File: src/rtl/cache_refill_ctrl.sv
// rtl/cache_refill_ctrl.sv - direct-mapped cache line refill controller
// Optional critical-word-first fill order: define REFILL_CWF_EN.
module cache_refill_ctrl #(
    parameter int WORDS_LOG2 = 3,
    parameter int IDX_W      = 5,
    parameter int MEM_LAT    = 4
) (
    input  logic                           clk,
    input  logic                           rst,
    input  logic                           miss,
    input  logic [31:0]                    miss_addr,
    output logic                           stall,
    input  logic [3:0]                     cnt_i,
    output logic                           cnt_clr,
    output logic                           mem_rd,
    output logic [31:0]                    mem_addr,
    input  logic [31:0]                    mem_rdata,
    output logic                           line_we,
    output logic [IDX_W-1:0]               line_idx,
    output logic [WORDS_LOG2-1:0]          line_word,
    output logic [31:0]                    line_wdata,
    output logic                           tag_we,
    output logic [32-IDX_W-WORDS_LOG2-3:0] tag_wdata,
    output logic                           fill_done
);

    localparam int TAG_W  = 32 - IDX_W - WORDS_LOG2 - 2;
    localparam int WCNT_W = WORDS_LOG2 + 1;
    localparam logic [3:0]        CAP_CNT   = 4'(MEM_LAT - 1);
    localparam logic [WCNT_W-1:0] LAST_WORD = WCNT_W'((1 << WORDS_LOG2) - 1);

    typedef enum logic [1:0] {
        S_IDLE,
        S_WAIT,
        S_TAG
    } state_t;

    state_t                  state_q, state_d;
    logic [TAG_W-1:0]        tag_q, tag_d;
    logic [IDX_W-1:0]        idx_q, idx_d;
    logic [WORDS_LOG2-1:0]   ptr_q, ptr_d;
    logic [WCNT_W-1:0]       wcnt_q, wcnt_d;
    logic                    capture;

    // Byte-offset bits never matter for a line fill; the word offset only does with CWF.
    logic unused_addr_bits;
    assign unused_addr_bits = ^{miss_addr[WORDS_LOG2+1:0]};

    assign capture = (state_q == S_WAIT) && (cnt_i == CAP_CNT);

    always_ff @(posedge clk or negedge rst) begin
        if (!rst) begin
            state_q <= S_IDLE;
            tag_q   <= '0;
            idx_q   <= '0;
            ptr_q   <= '0;
            wcnt_q  <= '0;
        end else begin
            state_q <= state_d;
            tag_q   <= tag_d;
            idx_q   <= idx_d;
            ptr_q   <= ptr_d;
            wcnt_q  <= wcnt_d;
        end
    end

    always_comb begin
        state_d    = state_q;
        tag_d      = tag_q;
        idx_d      = idx_q;
        ptr_d      = ptr_q;
        wcnt_d     = wcnt_q;
        stall      = 1'b0;
        cnt_clr    = 1'b0;
        mem_rd     = 1'b0;
        mem_addr   = '0;
        line_we    = 1'b0;
        line_idx   = '0;
        line_word  = '0;
        line_wdata = '0;
        tag_we     = 1'b0;
        tag_wdata  = '0;
        fill_done  = 1'b0;

        case (state_q)
            S_IDLE: begin
                cnt_clr = 1'b1;
                stall   = miss;
                if (miss) begin
                    state_d = S_WAIT;
                    tag_d   = miss_addr[31 -: TAG_W];
                    idx_d   = miss_addr[WORDS_LOG2+2 +: IDX_W];
`ifdef REFILL_CWF_EN
                    ptr_d   = miss_addr[2 +: WORDS_LOG2];
`else
                    ptr_d   = '0;
`endif
                    wcnt_d  = '0;
                end
            end
            S_WAIT: begin
                stall    = 1'b1;
                mem_rd   = 1'b1;
                mem_addr = {tag_q, idx_q, ptr_q, 2'b00};
                line_idx = idx_q;
                if (capture) begin
                    line_we    = 1'b1;
                    line_word  = ptr_q;
                    line_wdata = mem_rdata;
                    cnt_clr    = 1'b1;
                    ptr_d      = ptr_q + 1'b1;
                    wcnt_d     = wcnt_q + 1'b1;
                    if (wcnt_q == LAST_WORD) begin
                        state_d = S_TAG;
                    end
                end
            end
            S_TAG: begin
                stall     = 1'b1;
                tag_we    = 1'b1;
                tag_wdata = tag_q;
                line_idx  = idx_q;
                fill_done = 1'b1;
                cnt_clr   = 1'b1;
                state_d   = S_IDLE;
            end
            default: begin
                state_d = S_IDLE;
            end
        endcase
    end

endmodule

File: config.mk
export PLATFORM = sky130hd
export DESIGN_NAME = cache_refill_ctrl
export DESIGN_NICKNAME = d
export VERILOG_FILES = /design/src/rtl/cache_refill_ctrl.sv
export SDC_FILE = /design/constraint.sdc
export NUM_CORES = 1
export LEC_CHECK = 0
export BUFFER_PORTS_ARGS = -buffer_cell sky130_fd_sc_hd__clkbuf_2
export CORE_ASPECT_RATIO = 0.75
export CORE_MARGIN = 2
export CORE_UTILIZATION = 42
export DETAILED_ROUTE_END_ITERATION = 12
export PLACE_DENSITY = 0.93
export SYNTH_ARGS = -nofsm -noshare
export SYNTH_HDL_FRONTEND = slang
export SYNTH_SLANG_ARGS = --single-unit
export TNS_END_PERCENT = 50
File: constraint.sdc
create_clock -name clk -period 1.9 [get_ports clk]
set_input_delay 0.285 -clock clk [delete_from_list [all_inputs] [get_ports clk]]
set_output_delay 0.285 -clock clk [all_outputs]
set_load 0.05 [all_outputs]
==> results.md, run 1 <==
- Final Critical Period: 1.86 ns
- Worst-Skew Late Latency: 0.28 ns
- Yosys top cell area share: 0.371
- Drt first pass iters: 4
- Fillers: 406
- HP Class: in2reg
- Initial DRC count: 156
- Die X: 91.9 um
- I/O Buffers: 163
- Drt drc: 0
- Seq/Total Area, Yosys: 0.371
- Post-synth EDFFs: 0
- Max-cap violations: 0
- CP startpoint kind: flip-flop
- Design area: 0.00403 mm^2
- First-pass GRT wire length: 11.8 mm
- Period utilisation layout: 0.977
- DP HPWL: 5.30 mm
- Overall overflow remaining after global route: 0
- TritonCTS buffer count: 5
- Die Area: 0.00642 mm^2
- CP Class: reg2out
- Cells after Synth: 249
- Die Y-Extent: 69.9 um
- Placed Cells: 474
- Cell Area, Synth: 0.00243 mm^2
- Slack of the critical path: 0.0439 ns
- PD cells: 1920 mW/mm^2
- CTS sink count: 36
- Most frequent cells in the layout: 68 x clkbuf_2, 57 x and2_1, 36 x buf_4
- Area Growth Syn to Fin: 65.7%
- Overall Global Routing Usage: 0.226
- Vias: 2460
- Avg Synthesized Cell Area: 9.76 um^2
- Commonest non-fill, non-tap cell in the layout: clkbuf_2
- Vias in the first global route: 2448
- RSZ-0062 raised after global routing: true
- Leak: 2.10 nW
- Peak supply drop: 0.00181 V
- Maximum clock frequency: 539 MHz
- Initial antenna violation count: 0
- Fin cells: 487
- Clock slew seen by the registers of the worst setup and hold paths: 0.08 ns
- Flops & latches, synth: 36
- Slew Viols, Final: 0
- CTS tree: done
- Synth Warn #: 0
- Cell Area, Placed: 0.00345 mm^2
- Fraction of layout cells with a size suffix above 1: 0.619
- GP Congestion: 0.817
- # diodes: 0
- Outcome: complete, no violations
- Layout Nets: 490
- Setup crit end kind: output port
- Vias per cell: 5.05
- Fin Clk Skew: 0.00902 ns
- Std cell rows: 23
- Pre-CTS WS: 0.0457 ns
- CP Data Arrival Time: 1.57 ns
- Crit-path max FO: 24
- Total Wirelength: 7.69 mm
- Largest net degree at the start of global routing: 33
- Clk buf depth: 2
- Root buffer cell: clkbuf_8
- Top post-synthesis cells by area: dfrtp_1 37%, and2_1 15%, mux2_2 13%
- DRT antenna net count: 0
- Largest area contributor in the netlist: dfrtp_1
- Final setup fails: 0
- Ports: 171
- Htree depth: 2
- Synth unique cells: 42
- Ys async rst share: 1.00
- Initial Util: 0.445
- CP Data Required Time: 1.62 ns
- Hold Vio Cnt, Final: 0
- Top FF cell, synth: dfrtp_1
- Core Footprint: 0.00547 mm^2
- Drt wl/cell: 15.8 um
==> flip-flops by register name, indices dropped and copies added (netlist names) <==
signal   count
wcnt_q       4
state_q      2
idx_q        5
tag_q       22
ptr_q        3
==> cell usage after synthesis (2+ instances only) <==
library cell and instances:
and2_1 58, dfrtp_1 36, and3_1 34, mux2_2 28
nand2_1 10, clkbuf_1 8, ha_1 8, nand3_1 6
buf_4 5, inv_1 5, a21oi_1 4, nor2_1 4
buf_6 3, clkbuf_2 3, nand4_1 3, nor2b_1 3
a21o_1 2, buf_2 2, mux2i_1 2, nand2b_1 2
nor3b_1 2
==> per-stage QoR <==
step | hold slack, ns | power [W] | TNS [ns] | utilization
2_1_floorplan | -0.0106 | 0.00496 | -0.00159 | -
3_3_place_gp | 0.261 | 0.00592 | 0 | 0.632
3_5_place_dp | 0.263 | 0.00610 | 0 | 0.632
4_1_cts | 0.219 | 0.00750 | 0 | 0.715
5_1_grt | 0.222 | 0.00812 | -0.0971 | 0.737
6_report | 0.227 | 0.00775 | 0 | 0.737
==> routing by layer <==
metal  global-route usage  vias to the layer above  routed length (um)
met4               0.0481                        0                  96
met1                0.260                     1180                3000
met3               0.0529                       10                 512
li1                     -                     1176                   -
met2                0.426                       94                4080
met5                    0                        -                   0
==> kinds of logic (layout without fill, tap and decap cells) <==
kind of cell,count (synthesis),in the layout,share of synthesized area
simple gates,131,131,0.335
flops,36,36,0.371
mux,30,30,0.138
buf+inv,27,189,0.0628
compound gates,16,16,0.0515
fa+ha+maj,8,8,0.0412
other cells,1,2,0.00154
==> worst paths after layout <==
path	startpoint	endpoint	slack, ns	cells past startpoint
worst max-delay path	state_q[1]$_DFFE_PN0P_	line_wdata[1]	0.04	5
worst min-delay path	miss_addr[13]	tag_q[3]$_DFFE_PN0P_	0.23	2
worst max register to register	state_q[0]$_DFFE_PN0P_	state_q[0]$_DFFE_PN0P_	0.28	5
worst min register to register	idx_q[3]$_DFFE_PN0P_	idx_q[3]$_DFFE_PN0P_	0.52	1
max in group asynchronous	rst	tag_q[8]$_DFFE_PN0P_	0.80	3
min in group asynchronous	rst	tag_q[3]$_DFFE_PN0P_	0.49	2
==> layout make-up <==
| type | instances | area (um^2) | area share |
|---|---|---|---|
| Clock inverter | 3 | 90.1 | 0.0224 |
| Tap cell | 75 | 93.8 | 0.0233 |
| Sequential cell | 36 | 903 | 0.224 |
| Timing Repair Buffer | 176 | 1380 | 0.343 |
| Multi-Input combinational cell | 187 | 1470 | 0.364 |
| Inverter | 5 | 21.3 | 0.00528 |
| Clock buffer | 5 | 68.8 | 0.0171 |
==> where the power goes <==
group	switching, W	internal, W
sequential	0.000288	0.00113
clock	0.000281	0.000657
combinational	0.00333	0.00206
total	0.00390	0.00385
==> critical path: stages (launching register included) <==
cell and delay [ns]:
dfrtp_2 0.45, inv_4 0.10, ha_4 0.18, buf_12 0.17, and3_1 0.21, buf_6 0.18
==> repair_timing <==
| item | in CTS | in global routing |
|---|---|---|
| setup endpoints to repair | 98 | 79 |
| setup buffers | 3 | 1 |
| endpoints found under the hold margin | 18 | 0 |
| pin swaps | 1 | 0 |
| resized for setup | 86 | 99 |
| hold buffers | 1 | 0 |
Note: power is estimated with default switching activity, not from simulation.
==> run 2, diff against run 1 <==
==> constraint.sdc (replaced) <==
create_clock -name clk -period 1.9 [get_ports clk]
set_input_delay 0.475 -clock clk [delete_from_list [all_inputs] [get_ports clk]]
set_output_delay 0.475 -clock clk [all_outputs]
set_load 0.05 [all_outputs]
==> run 2 against run 1 <==
Against the previous run:
- the flow now stops in global routing
- synthesized cell count stayed put
- synthesized area stayed put
==> results.md, run 2 <==
- Outcome: stopped before the end
- Halt Stage: global routing
- Err: [ERROR DPL-0033] detailed placement checks failed during check placement.
- Largest area contributor in the netlist: dfrtp_1
- Flops & latches, synth: 36
- Most common cell in the synthesized netlist: and2_1
- DP HPWL: 5.47 mm
- Ys async rst share: 1.00
- Htree depth: 2
- Top FF cell, synth: dfrtp_1
- Die X: 91.9 um
- GP Congestion: 0.825
- Worst endpoint type: primary output
- Yosys top cell area share: 0.371
- Initial antenna violation count: 0
- Pre-CTS WS: -0.138 ns
- Worst_ep grt: mem_addr[24]
- Cell Area, Synth: 0.00243 mm^2
- Top post-synthesis cells by area: dfrtp_1 37%, and2_1 15%, mux2_2 13%
- Placed Cells: 483
- Cells after Synth: 249
- TritonCTS buffer count: 5
- Synth Warn #: 0
- CTS sink count: 36
- Synth unique cells: 42
- Seq/Total Area, Yosys: 0.371
- I/O Buffers: 163
- Avg Synthesized Cell Area: 9.76 um^2
- Hold Buf Count CTS: 0
- Clk buf depth: 2
- Post-synth EDFFs: 0
- Root buffer cell: clkbuf_8
- Initial Util: 0.445
- Die Y-Extent: 69.9 um
- Std cell rows: 23
- Ports: 171
- Largest net degree at the start of global routing: 37
- Synth cell count leaders: 58 x and2_1, 36 x dfrtp_1, 34 x and3_1
## run 2: repair_timing
item	CTS
pin swaps	5
gates cloned	1
endpoints found under the hold margin	0
endpoints found under the setup margin	98
setup buffers	7
gates resized for setup	239
## run 2: metrics by stage
stage                     utilization  cell area [um^2]  setup TNS, ns  hold WS [ns]
after floorplan                     -              2670          -2.04         0.179
after CTS                       0.949              5190          -7.66         0.240
after detailed placement        0.678              3710          -3.93         0.506
after global placement          0.678              3710          -3.40         0.494
## run 2: logic make-up after synthesis
kind of cell | after synthesis | share of synthesized area
multiplexers | 30 | 0.138
adder cells (fa/ha/maj) | 8 | 0.0412
AND/OR/NAND/NOR | 131 | 0.335
other | 1 | 0.00154
flip-flops | 36 | 0.371
buffers and inverters | 27 | 0.0628
AO/OA/AOI/OAI | 16 | 0.0515
==> run 3, diff against run 2 <==
--- a/config.mk
+++ b/config.mk
@@ -6,11 +6,10 @@
 export NUM_CORES = 1
 export LEC_CHECK = 0
 export BUFFER_PORTS_ARGS = -buffer_cell sky130_fd_sc_hd__clkbuf_2
-export CORE_ASPECT_RATIO = 0.75
 export CORE_MARGIN = 2
-export CORE_UTILIZATION = 42
+export CORE_UTILIZATION = 40
 export DETAILED_ROUTE_END_ITERATION = 12
-export PLACE_DENSITY = 0.93
+export PLACE_DENSITY_LB_ADDON = 0.15
 export SYNTH_ARGS = -nofsm -noshare
 export SYNTH_HDL_FRONTEND = slang
 export SYNTH_SLANG_ARGS = --single-unit
==> run 3 against run 2 <==
Against the previous run:
- the flow now finishes, with violations (setup timing)
==> results.md, run 3 (synthesis results as in run 1) <==
- Max-cap violations: 0
- Total Wirelength: 11.7 mm
- I/O Buffers: 163
- Largest regs: tag_q x22, idx_q x5, wcnt_q x4
- CP startpoint kind: flip-flop
- Commonest non-fill, non-tap cell in the layout: clkbuf_2
- Area of the multi-input gates: 0.00177 mm^2
- Drt drc: 0
- Ports: 171
- Setup Total Neg Slack: -12.38 ns
- Initial DRC count: 145
- Hold Vio Cnt, Final: 0
- DRT antenna net count: 0
- Layout Nets: 513
- Overall Global Routing Usage: 0.281
- Fraction of layout cells with a size suffix above 1: 0.791
- Overall overflow remaining after global route: 0
- Clk buf depth: 2
- Slack of the critical path: -0.185 ns
- First-pass GRT wire length: 14.1 mm
- Vias: 2757
- CP Data Arrival Time: 1.61 ns
- CTS sink count: 36
- Final Critical Period: 2.08 ns
- Die Y-Extent: 82.0 um
- Vias per cell: 5.41
- Root buffer cell: clkbuf_8
- Fillers: 224
- GP Congestion: 0.837
- Most frequent cells in the layout: 65 x clkbuf_2, 41 x buf_8, 36 x dfrtp_1
- Reg with most FFs: tag_q
- Setup crit end kind: output port
- PD cells: 1800 mW/mm^2
- Initial Util: 0.413
- # diodes: 0
- Setup crit start: state_q[1]$_DFFE_PN0P_
- Die Area: 0.00672 mm^2
- CP Class: reg2out
- CP Data Required Time: 1.42 ns
- Largest net degree at the start of global routing: 37
- Register area: 901 um^2
- Worst-Skew Late Latency: 0.30 ns
- Crit-path max FO: 6
- Leak: 2.50 nW
- Failing checks: setup timing
- Pre-CTS WS: -0.205 ns
- Hold Buf Count CTS: 0
- Die X: 82.0 um
- Clock slew seen by the registers of the worst setup and hold paths: 0.08 ns
- Htree depth: 2
- TritonCTS buffer count: 5
- Vias in the first global route: 2713
- Outcome: finished, violations left
- RSZ-0062 raised after global routing: true
- CTS tree: done
- R2r setup slk: 0.01 ns
- Std cell rows: 28
- Largest register FFs: 22
- Slew Viols, Final: 0
- Maximum clock frequency: 480 MHz
- Drt first pass iters: 4
- R2r startpoint: state_q[0]$_DFFE_PN0P_
- Final setup fails: 93
- Core Footprint: 0.00589 mm^2
- Area Growth Syn to Fin: 121%
- Drt wl/cell: 23.0 um
- Peak supply drop: 0.00184 V
- DP HPWL: 5.52 mm
- Period utilisation layout: 1.10
- Initial antenna violation count: 0
- Fin Clk Skew: 0.00410 ns
- HP Class: in2async
-- run 3: final cells by class --
type / count / area share
timing repair buffer: 199 / 0.460
multi-input combinational: 187 / 0.330
sequential: 36 / 0.168
tap: 75 / 0.0175
clock buffer: 5 / 0.0128
clock inverter: 3 / 0.00793
inverter: 5 / 0.00466
-- run 3: layer usage --
layer | part of all wire | up-vias | global-route usage
li1 | - | 1221 | -
met1 | 0.34 | 1346 | 0.294
met2 | 0.53 | 159 | 0.518
met3 | 0.090 | 31 | 0.0934
met4 | 0.036 | 0 | 0.105
met5 | 0 | - | 0
-- run 3: power by group --
part           switching [W]  leakage (nW)  internal, W
clock               0.000307        0.0541     0.000389
combinational        0.00396          2.01      0.00352
sequential          0.000353         0.438      0.00113
total                0.00462          2.50      0.00504
-- run 3: worst paths after layout --
path,cells past startpoint,endpoint
worst min-delay path,2,tag_q[1]$_DFFE_PN0P_
max in group asynchronous,2,tag_q[20]$_DFFE_PN0P_
min in group clk,2,tag_q[0]$_DFFE_PN0P_
worst max-delay path,5,tag_wdata[6]
worst min register to register,1,tag_q[3]$_DFFE_PN0P_
worst max register to register,7,state_q[0]$_DFFE_PN0P_
-- run 3: timing repair --
action                                  4_1_cts  5_1_grt
endpoints found under the setup margin       98       98
cloned                                        0        4
buffers inserted                              5        5
pin swaps                                     4       12
gates resized for setup                     196      106
-- run 3: critical path: stages, from the launching register on --
cell	delay [ns]
dfrtp_1	0.43
buf_4	0.18
ha_4	0.17
buf_4	0.15
and2_2	0.20
clkbuf_8	0.18
-- run 3: through the flow --
stage                     cells  cell area [um^2]  hold WS (ns)   util  total power (W)
after global routing        510              5370         0.268  0.912          0.00996
after detailed placement    488              3840         0.502  0.653          0.00645
after CTS                   501              5000         0.237  0.850          0.00803
final                       510              5370         0.237  0.912          0.00965
after global placement      488              3840         0.495  0.653          0.00636
after floorplan             250              2670         0.179      -          0.00509
